$ cat config.mk
export PLATFORM = sky130hd
export DESIGN_NAME = axilite_script_host
export DESIGN_NICKNAME = d
export VERILOG_FILES = /design/src/rtl/axilite_script_host.sv
export SDC_FILE = /design/constraint.sdc
export NUM_CORES = 1
export LEC_CHECK = 0
export ABC_AREA = 1
export BUFFER_PORTS_ARGS = -buffer_cell sky130_fd_sc_hd__buf_2
export CAP_MARGIN = 10
export CORE_UTILIZATION = 49
export DETAILED_ROUTE_END_ITERATION = 16
export PLACE_DENSITY_LB_ADDON = 0.08
export RECOVER_POWER = 25
export SLEW_MARGIN = 20
export SYNTH_ARGS = -nofsm -noshare
export SYNTH_HDL_FRONTEND = slang
export SYNTH_SLANG_ARGS = --single-unit
$ cat constraint.sdc
create_clock -name sys_clk -period 2.5 [get_ports sys_clk]
set_input_delay 0.125 -clock sys_clk [delete_from_list [all_inputs] [get_ports sys_clk]]
set_output_delay 0.125 -clock sys_clk [all_outputs]
set_load 0.03 [all_outputs]
$ cat src/rtl/axilite_script_host.sv
// Script-driven AXI4-Lite master: walks a combinational instruction ROM
// (END / WRITE / READ / POLL), drives one slave and latches a sticky verdict.
module axilite_script_host #(
  parameter int ADDR_WIDTH = 8,
  parameter int DATA_WIDTH = 32,
  parameter int PC_WIDTH   = 6,
  parameter int POLL_LIMIT = 1024,
  parameter int TIMEOUT    = 256
) (
  input  logic                    sys_clk,
  input  logic                    sys_rst,
  output logic [PC_WIDTH-1:0]     script_pc,
  input  logic [1:0]              script_op,
  input  logic [ADDR_WIDTH-1:0]   script_addr,
  input  logic [DATA_WIDTH-1:0]   script_data,
  input  logic [DATA_WIDTH-1:0]   script_mask,
  output logic                    sys_success,
  output logic                    sys_fail,
  output logic [2:0]              fail_code,
  output logic [PC_WIDTH-1:0]     fail_pc,
  output logic                    ACLK,
  output logic                    ARESETn,
  output logic                    AWVALID,
  input  logic                    AWREADY,
  output logic [ADDR_WIDTH-1:0]   AWADDR,
  output logic [2:0]              AWPROT,
  output logic                    WVALID,
  input  logic                    WREADY,
  output logic [DATA_WIDTH-1:0]   WDATA,
  output logic [DATA_WIDTH/8-1:0] WSTRB,
  input  logic                    BVALID,
  output logic                    BREADY,
  input  logic [1:0]              BRESP,
  output logic                    ARVALID,
  input  logic                    ARREADY,
  output logic [ADDR_WIDTH-1:0]   ARADDR,
  output logic [2:0]              ARPROT,
  input  logic                    RVALID,
  output logic                    RREADY,
  input  logic [DATA_WIDTH-1:0]   RDATA,
  input  logic [1:0]              RRESP
);
  localparam int STRB_W = DATA_WIDTH / 8;
  localparam int PCNT_W = $clog2(POLL_LIMIT + 1);
  localparam int TMO_W  = $clog2(TIMEOUT + 1);

  localparam logic [1:0] OP_END   = 2'd0;
  localparam logic [1:0] OP_WRITE = 2'd1;
  localparam logic [1:0] OP_READ  = 2'd2;

  typedef enum logic [2:0] {
    S_RST, S_FETCH, S_WR_ADDR_DATA, S_WR_RESP, S_RD_ADDR, S_RD_DATA, S_PASS, S_FAIL
  } state_t;

  state_t                state_q, state_d;
  logic [PC_WIDTH-1:0]   pc_q, pc_d;
  logic [1:0]            op_q, op_d;
  logic [ADDR_WIDTH-1:0] addr_q, addr_d;
  logic [DATA_WIDTH-1:0] data_q, data_d, mask_q, mask_d;
  logic [STRB_W-1:0]     strb_q, strb_d;
  logic [PCNT_W-1:0]     poll_q, poll_d;
  logic [TMO_W-1:0]      tmo_q, tmo_d;
  logic                  aw_done_q, aw_done_d, w_done_q, w_done_d, b_done_q, b_done_d;
  logic [1:0]            bresp_q, bresp_d;
  logic                  awvalid_q, awvalid_d, wvalid_q, wvalid_d, bready_q, bready_d;
  logic                  arvalid_q, arvalid_d, rready_q, rready_d;
  logic                  success_q, success_d, fail_q, fail_d;
  logic [2:0]            fcode_q, fcode_d;
  logic [PC_WIDTH-1:0]   fpc_q, fpc_d;
  logic                  aresetn_q, aresetn_d;

  logic aw_hs, w_hs, b_hs, ar_hs, r_hs;
  logic err, adv, tmo_inc;
  logic [2:0] err_code;

  assign aw_hs = awvalid_q & AWREADY;
  assign w_hs  = wvalid_q  & WREADY;
  assign b_hs  = bready_q  & BVALID;
  assign ar_hs = arvalid_q & ARREADY;
  assign r_hs  = rready_q  & RVALID;

  // Next-state, per-instruction bookkeeping and next registered outputs
  always_comb begin
    state_d   = state_q;   pc_d      = pc_q;      op_d     = op_q;
    addr_d    = addr_q;    data_d    = data_q;    mask_d   = mask_q;
    strb_d    = strb_q;    poll_d    = poll_q;    tmo_d    = tmo_q;
    aw_done_d = aw_done_q; w_done_d  = w_done_q;  b_done_d = b_done_q;
    bresp_d   = bresp_q;   success_d = success_q; fail_d   = fail_q;
    fcode_d   = fcode_q;   fpc_d     = fpc_q;     aresetn_d = 1'b1;
    err = 1'b0; err_code = 3'd0; adv = 1'b0; tmo_inc = 1'b0;

    case (state_q)
      S_RST: begin
        state_d = S_FETCH;
        pc_d    = '0;
      end
      S_FETCH: begin
        op_d = script_op; addr_d = script_addr; data_d = script_data; mask_d = script_mask;
        for (int i = 0; i < STRB_W; i++) strb_d[i] = |script_mask[8*i +: 8];
        poll_d = '0; tmo_d = '0;
        aw_done_d = 1'b0; w_done_d = 1'b0; b_done_d = 1'b0;
        case (script_op)
          OP_END: begin
            state_d   = S_PASS;
            success_d = 1'b1;
          end
          OP_WRITE: state_d = S_WR_ADDR_DATA;
          default:  state_d = S_RD_ADDR;
        endcase
      end
      S_WR_ADDR_DATA: begin
        if (aw_hs) aw_done_d = 1'b1;
        if (w_hs)  w_done_d  = 1'b1;
        // a slave may return B before the write address/data both complete
        if (b_hs) begin
          b_done_d = 1'b1;
          bresp_d  = BRESP;
        end
        if (aw_hs || w_hs || b_hs) tmo_d = '0;
        else                       tmo_inc = 1'b1;
        if (aw_done_d && w_done_d) begin
          tmo_d = '0;
          if (b_done_d) begin
            if (bresp_d != 2'd0) begin err = 1'b1; err_code = 3'd1; end
            else adv = 1'b1;
          end else begin
            state_d = S_WR_RESP;
          end
        end
      end
      S_WR_RESP: begin
        if (b_hs) begin
          if (BRESP != 2'd0) begin err = 1'b1; err_code = 3'd1; end
          else adv = 1'b1;
        end else tmo_inc = 1'b1;
      end
      S_RD_ADDR: begin
        if (ar_hs) begin
          state_d = S_RD_DATA;
          tmo_d   = '0;
        end else tmo_inc = 1'b1;
      end
      S_RD_DATA: begin
        if (r_hs) begin
          if (RRESP != 2'd0) begin
            err = 1'b1; err_code = 3'd2;
          end else if (((RDATA ^ data_q) & mask_q) == '0) begin
            adv = 1'b1;
          end else if (op_q == OP_READ) begin
            err = 1'b1; err_code = 3'd3;
          end else if (poll_q == PCNT_W'(POLL_LIMIT - 1)) begin
            err = 1'b1; err_code = 3'd4;
          end else begin
            poll_d  = poll_q + 1'b1;
            state_d = S_RD_ADDR;
            tmo_d   = '0;
          end
        end else tmo_inc = 1'b1;
      end
      default: ;  // PASS / FAIL hold until reset
    endcase

    // stalled handshake watchdog
    if (tmo_inc) begin
      if (tmo_q == TMO_W'(TIMEOUT - 1)) begin err = 1'b1; err_code = 3'd5; end
      else tmo_d = tmo_q + 1'b1;
    end

    // step to next instruction; running off the end of the ROM is an error
    if (adv) begin
      if (pc_q == '1) begin err = 1'b1; err_code = 3'd6; end
      else begin
        pc_d    = pc_q + 1'b1;
        state_d = S_FETCH;
      end
    end

    if (err) begin
      state_d = S_FAIL;
      fail_d  = 1'b1;
      fcode_d = err_code;
      fpc_d   = pc_q;
    end

    // channel controls follow the state being entered so they are registered
    awvalid_d = (state_d == S_WR_ADDR_DATA) && !aw_done_d;
    wvalid_d  = (state_d == S_WR_ADDR_DATA) && !w_done_d;
    bready_d  = (state_d == S_WR_ADDR_DATA) || (state_d == S_WR_RESP);
    arvalid_d = (state_d == S_RD_ADDR);
    rready_d  = (state_d == S_RD_ADDR) || (state_d == S_RD_DATA);
  end

  // State and output registers with synchronous reset
  always_ff @(posedge sys_clk) begin
    if (sys_rst) begin
      state_q <= S_RST;  pc_q <= '0;  op_q <= '0;  addr_q <= '0;
      data_q <= '0;  mask_q <= '0;  strb_q <= '0;  poll_q <= '0;  tmo_q <= '0;
      aw_done_q <= 1'b0;  w_done_q <= 1'b0;  b_done_q <= 1'b0;  bresp_q <= '0;
      awvalid_q <= 1'b0;  wvalid_q <= 1'b0;  bready_q <= 1'b0;
      arvalid_q <= 1'b0;  rready_q <= 1'b0;
      success_q <= 1'b0;  fail_q <= 1'b0;  fcode_q <= '0;  fpc_q <= '0;
      aresetn_q <= 1'b0;
    end else begin
      state_q <= state_d;  pc_q <= pc_d;  op_q <= op_d;  addr_q <= addr_d;
      data_q <= data_d;  mask_q <= mask_d;  strb_q <= strb_d;  poll_q <= poll_d;  tmo_q <= tmo_d;
      aw_done_q <= aw_done_d;  w_done_q <= w_done_d;  b_done_q <= b_done_d;  bresp_q <= bresp_d;
      awvalid_q <= awvalid_d;  wvalid_q <= wvalid_d;  bready_q <= bready_d;
      arvalid_q <= arvalid_d;  rready_q <= rready_d;
      success_q <= success_d;  fail_q <= fail_d;  fcode_q <= fcode_d;  fpc_q <= fpc_d;
      aresetn_q <= aresetn_d;
    end
  end

  assign ACLK        = sys_clk;
  assign ARESETn     = aresetn_q;
  assign script_pc   = pc_q;
  assign sys_success = success_q;
  assign sys_fail    = fail_q;
  assign fail_code   = fcode_q;
  assign fail_pc     = fpc_q;
  assign AWVALID     = awvalid_q;
  assign AWADDR      = addr_q;
  assign AWPROT      = 3'b000;
  assign WVALID      = wvalid_q;
  assign WDATA       = data_q;
  assign WSTRB       = strb_q;
  assign BREADY      = bready_q;
  assign ARVALID     = arvalid_q;
  assign ARADDR      = addr_q;
  assign ARPROT      = 3'b000;
  assign RREADY      = rready_q;
endmodule

==> metrics.csv <==
stage;metric;value;unit
route;total iterations of the first detailed-routing run;5;
timing;post-layout minimum cycle time;2.16;ns
die;die height;115;um
cts;Resize count post-CTS;0;
global_routing;GRT Util Overall;0.272;
setup_path;Setup crit end kind;flip-flop;
timing;setup TNS;0;ns
setup_path;CP peak stage delay;0.33;ns
min_path;Hold Crit Class;in -> reg;
setup_path;CP Class;reg -> reg;
die;die area;0.0132;sq mm
route;post-DR wirelength/cell;12.9;um
die;Core Footprint;0.0122;sq mm
power;sequential fraction of design power;0.350;
setup_path;slowest CP cell;dfxtp_1;
outcome;outcome;finished with violations;
finish;most frequent cells in the layout;231 x nand2_1, 142 x buf_2, 129 x dfxtp_1, 109 x a21oi_1, 100 x inv_1;
power;Max VDD drop;0.000616;V
timing;RSZ-0062 raised after global routing;false;
power;Comb power frac;0.259;
timing;Max Slew Vio Count;35;
power;clock network power share;0.391;
synthesis;Synth cell types;43;
setup_path;critical register-to-register path startpoint;WDATA[19];
setup_path;Critical Path Source;WDATA[19];
global_routing;largest net degree at the start of global routing;73;
setup_path;critical path arrival;2.63;ns
power;switch share;0.336;
timing;fin crit share;0.864;
route;ANT nets after route;0;
synthesis;register area share after synthesis;0.412;
setup_path;WP buf/inv;1;
flow_run;Max-Cap Viols;1;
die;Rows;40;
power;switching pwr;0.00239;W
synthesis;dominant cells by area after synthesis;dfxtp_1 41%, nand2_1 14%, a21oi_1 8.7%;
synthesis;top-area cell type share of the netlist area;0.412;
route;drt drc;0;
finish;antenna fix cells;0;
min_path;min-delay src;WREADY;
timing;Clock Skew;0.00701;ns
power;static leakage;3.89;nW
cts;CTS Hold Buffers Added;76;
timing;Setup violations, final;0;
timing;Fmax;463;MHz
die;Die X;115;um
synthesis;Mean Syn Cell Area;6.91;sq um
timing;final hold viol count;0;
cts;CTS tree;yes;
synthesis;cell area after synthesis;0.00626;sq mm
finish;Layout Nets;1282;
placement;DP HPWL;11300;um
setup_path;worst path cell trace;inv_1, nand2_1, nand3_1, nand2_1, nor2_1, nand2_1, nor2_1, nand2_2, nand2_2, nand2_4, nand2_4, nand2_4, nor2_8, nand3_1, nor2_1;
outcome;violated checks;max-capacitance violations, max-slew violations;
power;Power Internal;0.00473;W
setup_path;CP Data Required Time;2.98;ns
finish;Final Util;0.708;
global_routing;first-pass GRT wire length;28100;um
cts;worst skew pair latency;0.54;ns
setup_path;Top Family by Delay on Critical Path;simple AND/OR/NAND/NOR gates;
setup_path;worst-path fanout max;15;
die;Initial Util;0.513;
route;drt via density;4.91;
finish;area grow syn2layout;37.9;%
cts;number of post-CTS setup repair buffers;0;
synthesis;leading area contributor after synthesis;dfxtp_1;
global_routing;initial antenna violation count;0;
timing;Slew headroom;-0.114;
power;Final Total Pwr;0.00712;W
synthesis;Ys Warns;0;
timing;measured slew at the worst slew-check pin;1.67;ns
finish;commonest non-fill, non-tap cell in the layout;nand2_1;
setup_path;Startpoint Class;flip-flop;
placement;GP Congestion;0.813;
finish;share of layout cells above drive strength 1;0.195;
placement;Buffers on Ports;192;
cts;clock-pin slew on the worst setup and hold paths;0.05;ns
synthesis;Cells after Synth;906;
power;PwrDens;824;mW/mm^2
route;vias;6580;
global_routing;vias in the first global route;6114;
route;drt first-iter violations;398;
die;io pins;199;
synthesis;#FFs+latches synth;129;
global_routing;GRT overflow;0;
route;drt total wl;17300;um
state kept, by name (all words and copies together) (netlist names):
name,flops
ARADDR,8
ARESETn,1
ARVALID,1
AWVALID,1
BREADY,1
RREADY,1
WDATA,32
WSTRB,4
WVALID,1
aw_done_q,1
b_done_q,1
bresp_q,2
fail_code,3
fail_pc,6
mask_q,32
op_q,2
poll_q,11
script_pc,6
state_q,3
sys_fail,1
sys_success,1
tmo_q,9
w_done_q,1
worst reg2reg max path: cells and delay by family (launching register included):
family	cells	cell delay (ns)
flip-flops	1	0.33
buffers and inverters	1	0.08
AND/OR/NAND/NOR	14	1.70
cell usage after synthesis, drive strengths merged:
cell type	number
a211oi	2
a21oi	114
a221oi	1
a31oi	6
buf	19
clkbuf	29
clkinv	3
conb	1
dfxtp	129
ha	3
inv	106
mux2i	1
nand2	247
nand3	67
nand3b	1
nand4	4
nor2	82
nor3	13
nor4	9
o211ai	2
o21ai	53
o21bai	1
o31ai	1
or2	3
xnor2	4
xor2	5
final timing paths:
path | slack (ns) | end | cells after the start
setup / recovery | 0.34 | AWVALID | 15
hold reg to reg | 0.45 | mask_q[13] | 2
hold / removal | 0.08 | w_done_q | 7
setup reg to reg | 0.34 | AWVALID | 15
layout make-up:
class                   count  area (sq um)
flip-flops and latches    129          2580
multi-input cells         625          3040
inverters                 109           409
repair buffers            276          1720
clock inverters             4          72.6
clock buffers              29           606
fillers                  1076          3570
well taps                 168           210
stage by stage:
step / instances / setup slack, ns / area, sq um / hold slack, ns
floorplan: 911 / 0.534 / 6280 / 0.257
global placement: 1232 / 0.386 / 7270 / 0.292
detailed placement: 1232 / 0.382 / 7270 / 0.292
CTS: 1340 / 0.363 / 8710 / 0.0754
global route: 1340 / 0.123 / 8640 / 0.134
finish: 1340 / 0.341 / 8640 / 0.0777
logic make-up (layout without fill, tap and decap cells):
| family | count (synthesis) | count (layout) | share of synthesized area |
|---|---|---|---|
| DFF | 129 | 129 | 0.412 |
| and+or+nand+nor | 426 | 426 | 0.306 |
| buffers and inverters | 157 | 418 | 0.106 |
| AOI/OAI and AO/OA | 180 | 180 | 0.155 |
| other | 1 | 6 | 0.000599 |
| muxes | 1 | 1 | 0.00160 |
| xor gates and xnor gates | 9 | 9 | 0.0126 |
| adders and majority gates | 3 | 3 | 0.00599 |
power groups by stage:
stage / Clock [W] / Combinational, W / Sequential [W]
after floorplan: 0.0000599 / 0.000990 / 0.00280
after global routing: 0.00292 / 0.00203 / 0.00252
final: 0.00279 / 0.00184 / 0.00249
after CTS: 0.00282 / 0.00187 / 0.00249
after detailed placement: 0.0000504 / 0.00177 / 0.00252
after global placement: 0.0000504 / 0.00176 / 0.00252
routing by layer:
| metal | GRT usage | wire length [um] |
|---|---|---|
| met5 | 0 | 0 |
| met4 | 0.114 | 331 |
| met3 | 0.0917 | 1110 |
| met2 | 0.446 | 8320 |
| met1 | 0.328 | 7550 |
No activity file was read; power rests on OpenSTA's default activity.
